--- src/rtl/mem_arb_pkg.sv ---
// Shared types and default sizes for the cache-side memory arbiter.
package mem_arb_pkg;

  localparam int DEF_NUM_REQ = 3;    // inst, data, prefetch
  localparam int DEF_ADDR_W  = 32;
  localparam int DEF_LINE_W  = 256;

  // Arbiter phases: wait for a requester, talk to the adaptor, pulse resp.
  typedef enum logic [1:0] {
    IDLE  = 2'd0,
    ISSUE = 2'd1,
    DONE  = 2'd2
  } state_t;

endpackage

--- src/rtl/rr_picker.sv ---
// Combinational round-robin selector: first pending port at or after rr_ptr,
// wrapping modulo NUM_REQ. rr_ptr is assumed to be below NUM_REQ.
module rr_picker #(
  parameter int NUM_REQ = 3,
  parameter int IDX_W   = $clog2(NUM_REQ)
) (
  input  logic [NUM_REQ-1:0] pending,
  input  logic [IDX_W-1:0]   rr_ptr,
  output logic               valid,
  output logic [IDX_W-1:0]   idx
);

  logic [IDX_W:0]   sum;
  logic [IDX_W-1:0] cand;

  // Scan offsets from farthest to nearest so the nearest pending port wins.
  always_comb begin
    valid = 1'b0;
    idx   = '0;
    sum   = '0;
    cand  = '0;
    for (int i = NUM_REQ - 1; i >= 0; i--) begin
      sum = {1'b0, rr_ptr} + (IDX_W + 1)'(i);
      if (sum >= (IDX_W + 1)'(NUM_REQ)) begin
        sum = sum - (IDX_W + 1)'(NUM_REQ);
      end
      cand = sum[IDX_W-1:0];
      if (pending[cand]) begin
        valid = 1'b1;
        idx   = cand;
      end
    end
  end

endmodule

--- src/rtl/mem_rr_arbiter.sv ---
// Round-robin arbiter funnelling NUM_REQ cache ports onto one cacheline
// adaptor. Handshake: a port holds req_read/req_write (with addr/wdata) until
// it sees its one-cycle resp pulse; the adaptor sees mem_read/mem_write held
// until it answers with a one-cycle mem_resp. One transaction in flight.
module mem_rr_arbiter
  import mem_arb_pkg::*;
#(
  parameter int NUM_REQ = DEF_NUM_REQ,
  parameter int ADDR_W  = DEF_ADDR_W,
  parameter int LINE_W  = DEF_LINE_W
) (
  input  logic                             clk,
  input  logic                             rst,
  input  logic [NUM_REQ-1:0]               req_read,
  input  logic [NUM_REQ-1:0]               req_write,
  input  logic [NUM_REQ-1:0][ADDR_W-1:0]   req_addr,
  input  logic [NUM_REQ-1:0][LINE_W-1:0]   req_wdata,
  output logic [NUM_REQ-1:0]               resp,
  output logic [LINE_W-1:0]                rdata,
  output logic                             mem_read,
  output logic                             mem_write,
  output logic [ADDR_W-1:0]                mem_address,
  output logic [LINE_W-1:0]                mem_wdata,
  input  logic [LINE_W-1:0]                mem_rdata,
  input  logic                             mem_resp,
  output logic                             busy,
  output logic [$clog2(NUM_REQ)-1:0]       grant_id,
  output state_t                           dbg_state_o
);

  localparam int IDX_W = $clog2(NUM_REQ);

  state_t               state_q;
  logic [IDX_W-1:0]     rr_ptr_q;
  logic [IDX_W-1:0]     grant_id_q;
  logic [NUM_REQ-1:0]   resp_q;
  logic                 mem_read_q;
  logic                 mem_write_q;
  logic [ADDR_W-1:0]    mem_address_q;
  logic [LINE_W-1:0]    mem_wdata_q;
  logic [LINE_W-1:0]    rdata_q;

  logic                 pick_valid;
  logic [IDX_W-1:0]     pick_idx;

  rr_picker #(
    .NUM_REQ (NUM_REQ),
    .IDX_W   (IDX_W)
  ) u_picker (
    .pending (req_read | req_write),
    .rr_ptr  (rr_ptr_q),
    .valid   (pick_valid),
    .idx     (pick_idx)
  );

  // Arbiter FSM; mem_read_q/mem_write_q double as the latched operation.
  always_ff @(posedge clk) begin
    if (!rst) begin
      state_q       <= IDLE;
      rr_ptr_q      <= '0;
      grant_id_q    <= '0;
      resp_q        <= '0;
      mem_read_q    <= 1'b0;
      mem_write_q   <= 1'b0;
      mem_address_q <= '0;
      mem_wdata_q   <= '0;
      rdata_q       <= '0;
    end else begin
      resp_q <= '0;
      case (state_q)
        IDLE: begin
          if (pick_valid) begin
            grant_id_q    <= pick_idx;
            mem_address_q <= req_addr[pick_idx];
            mem_wdata_q   <= req_wdata[pick_idx];
            // Write wins when a port raises both.
            if (req_write[pick_idx]) begin
              mem_write_q <= 1'b1;
            end else begin
              mem_read_q  <= 1'b1;
            end
            state_q <= ISSUE;
          end
        end
        ISSUE: begin
          if (mem_resp) begin
            if (mem_read_q) begin
              rdata_q <= mem_rdata;
            end
            mem_read_q         <= 1'b0;
            mem_write_q        <= 1'b0;
            resp_q[grant_id_q] <= 1'b1;
            state_q            <= DONE;
          end
        end
        DONE: begin
          if (grant_id_q == IDX_W'(NUM_REQ - 1)) begin
            rr_ptr_q <= '0;
          end else begin
            rr_ptr_q <= grant_id_q + 1'b1;
          end
          state_q <= IDLE;
        end
        default: begin
          state_q <= IDLE;
        end
      endcase
    end
  end

  assign resp        = resp_q;
  assign rdata       = rdata_q;
  assign mem_read    = mem_read_q;
  assign mem_write   = mem_write_q;
  assign mem_address = mem_address_q;
  assign mem_wdata   = mem_wdata_q;
  assign grant_id    = grant_id_q;
  assign busy        = (state_q != IDLE);
  assign dbg_state_o = state_q;

endmodule
--- config.mk ---
export PLATFORM = sky130hd
export DESIGN_NAME = mem_rr_arbiter
export DESIGN_NICKNAME = d
export VERILOG_FILES = /design/src/rtl/mem_arb_pkg.sv /design/src/rtl/rr_picker.sv /design/src/rtl/mem_rr_arbiter.sv
export SDC_FILE = /design/constraint.sdc
export NUM_CORES = 2
export LEC_CHECK = 0
export BUFFER_PORTS_ARGS = -buffer_cell sky130_fd_sc_hd__buf_2
export CORE_AREA = 2 2 664 666
export CTS_CLUSTER_DIAMETER = 30
export DETAILED_ROUTE_END_ITERATION = 10
export DIE_AREA = 0 0 666 668
export PLACE_DENSITY_LB_ADDON = 0.25
export SLEW_MARGIN = 20
export SYNTH_ARGS = -nofsm -noshare
export SYNTH_HDL_FRONTEND = slang
export SYNTH_HIERARCHICAL = 1
export SYNTH_SLANG_ARGS = --single-unit
--- constraint.sdc ---
create_clock -name clk -period 2.88 [get_ports clk]
set_input_delay 0.288 -clock clk [delete_from_list [all_inputs] [get_ports clk]]
set_output_delay 0.288 -clock clk [all_outputs]
set_load 0.005 [all_outputs]
==> impl_metrics.toml <==
[grt]
use_met3 = 0.0580
met2_usage = 0.202
met1_usage = 0.160
grt_usage = 0.131
grt_max_degree = 95
grt_pass1_wl_microns = 382000
grt_pass1_vias = 36100
antenna_found_initial = 292
grt_overflow = 0
busiest_layer = "met2"

[cells_and_area]
stdcell_area_sq_um = 59600
mostFrequentLayoutCell = "buf_2"
area_delta_synth_final_pct = 143
layout_common_cells = "buf_2 (1681), dlygate4sd3_1 (1116), dfxtp_1 (553)"
utilization = 0.136
drive_gt1_frac = 0.377
finish.net_count = 6863

[min_path]
hp-start = "req_wdata[254]"
whs_endpoint = "mem_wdata[254]"
hold_depth = 5
hp-class = "input pin to register"

[floorplan]
die_x_microns = 666
dieArea_sq_um = 445000
io_pins = 1683
start_util = 0.0561
fp.dieH_microns = 668
core_sq_um = 437000
rows = 243

[sta]
finalSetupTns_ns = 0
hold_violations = 0
setup_violations = 0
period_share = 0.949
holdWs_ns = 0.115
relSlewSlack = 0.570
slew_violations = 0
period_needed_ns = 2.73
worstMarginPinSlew_ns = 0.644
fin_skew_ns = 0.0513
clock.fmax_ghz = 0.366

[worst_setup_path]
cp_data_arrival_time_ns = 3.49
r2r-start = "rr_ptr_q[1]"
r2r_slack_ns = 0.15
critPathMaxFanout = 6
cp-start-kind = "register"
timing.rr.end = "mem_wdata[33]"
required_ns = 3.64
path_class = "register to register"
r2r_cells = 13
cp-end-kind = "register"

[yosys]
syn_area_per_cell_sq_um = 8.71
synth_edf_count = 0
ys_async_sr_fraction = 0
synth_nets = 3950
synth.yosys.seq_area_share = 0.453
ys_ff_latch = 555
synth_ff_type = "dfxtp_1"
ys_warn_count = 6
netlist_instances = 2818
synth_cell_types = 36
syn_area_sq_um = 24500

[route]
detail_route.wl_per_cell_microns = 26.4
drc = 0
ant_nets = 0
wl_microns = 311000
dr.pass1.iters = 5
drt-initial-drc-count = 2312
viasPerCell = 3.06
via_count = 36100

[clock_network]
clock-sinks = 555
cts_buffer_depth = 4
clk_latency_ns = 0.89
numCtsBuffers = 216
cts_tree = "done"
h-tree-depth = 4
clockRootBuffer = "clkbuf_16"
cts.clk_slew.worst_paths_ns = 0.04

[pwr]
max-vdd-ir-drop_v = 0.000459
power_density_nw_per_um2 = 657
leakage_nw = 24.9
total_power_mw = 39.2

[status]
outcome = "finished, final reports clean"

[placed_design]
gp_congestion = 1.02
dp_hpwl_microns = 263000
placed_area_sq_um = 40500
io_buffers = 1682

[job]
cap_violations = 0
==> report_power, final <==
group / internal [mW] / switching [mW]
clock: 16.2 / 6.85
combinational: 3.34 / 4.06
sequential: 8.36 / 0.393
==> how the worst max path moves through the flow <==
stage	start	endpoint	slack, ns
6_report	rr_ptr_q[1]	mem_wdata[33]	0.15
5_1_grt	rr_ptr_q[1]	mem_wdata[99]	-0.004
4_1_cts	rr_ptr_q[1]	mem_wdata[33]	0.0005
3_5_place_dp	req_write[0]	mem_wdata[32]	-0.17
3_3_place_gp	req_write[0]	mem_wdata[254]	-0.20
2_1_floorplan	rr_ptr_q[1]	mem_wdata[152]	0.53
==> critical path: stages (launching register included) <==
cell and delay [ns]:
dfxtp_4 0.36, inv_2 0.06, ha_4 0.14, mux2i_2 0.22, o221ai_2 0.15, o311ai_2 0.25
buf_6 0.16, buf_4 0.12, buf_16 0.15, buf_4 0.18, buf_4 0.16, mux2i_2 0.28
a2bb2oi_1 0.24, a21oi_1 0.09
==> synthesized netlist by cell type (2+ instances only) <==
master | instances | share of area
nor2b_1 | 6 | 0.0015
o32a_1 | 2 | 0.00082
clkbuf_1 | 110 | 0.017
buf_2 | 120 | 0.024
a2bb2oi_1 | 289 | 0.10
dfxtp_1 | 555 | 0.45
a21oi_1 | 547 | 0.11
ha_1 | 3 | 0.0015
buf_6 | 37 | 0.017
nor2_1 | 5 | 0.00077
mux2i_1 | 292 | 0.12
buf_1 | 4 | 0.00061
nor3b_1 | 2 | 0.00061
buf_4 | 9 | 0.0028
o21ai_0 | 268 | 0.055
or2_2 | 4 | 0.0010
inv_1 | 5 | 0.00077
nand2_1 | 521 | 0.080
o21ai_1 | 22 | 0.0045
==> repair_timing <==
action / in CTS / in global routing
gates cloned: 0 / 7
setup endpoints to repair: 56 / 132
hold buffers: 1116 / 0
setup buffers: 1 / 8
endpoints found under the hold margin: 551 / 0
resized for setup: 6 / 31
pin swaps: 1 / 2
==> cell type report <==
type,count,area (sq um)
Fill cell,50300,378000
Timing Repair Buffer,2975,21700
Multi-Input combinational cell,1978,12000
Sequential cell,555,11100
Tap cell,5757,7200
Clock buffer,348,6650
Clock inverter,50,589
Antenna cell,120,300
Inverter,5,26.3
==> layer usage <==
layer  share of wire  up-vias
li1                -    16200
met1            0.42    17100
met2            0.44     1917
met3            0.11      650
met4           0.040      158
met5          0.0033        -
==> sequential cells by signal, indices dropped and copies added, names as in the netlist <==
signal,cells
mem_address,32
rr_ptr_q,2
mem_write,1
dbg_state_o,2
grant_id,2
mem_read,1
resp,3
rdata,256
mem_wdata,256
==> stage by stage <==
stage / setup WS (ns) / cells
floorplan: 0.529 / 2818
global placement: -0.200 / 10100
detailed placement: -0.173 / 10100
CTS: 0.000482 / 11700
global route: -0.00416 / 11700
finish: 0.147 / 11800
==> cells by family after synthesis <==
| family | Yosys count | synth area share |
|---|---|---|
| muxes | 292 | 0.119 |
| DFF | 555 | 0.453 |
| adders and majority gates | 3 | 0.00153 |
| and+or+nand+nor | 547 | 0.0865 |
| AOI/OAI and AO/OA | 1136 | 0.277 |
| buffers and inverters | 285 | 0.0624 |
No activity file was read; power rests on OpenSTA's default activity.
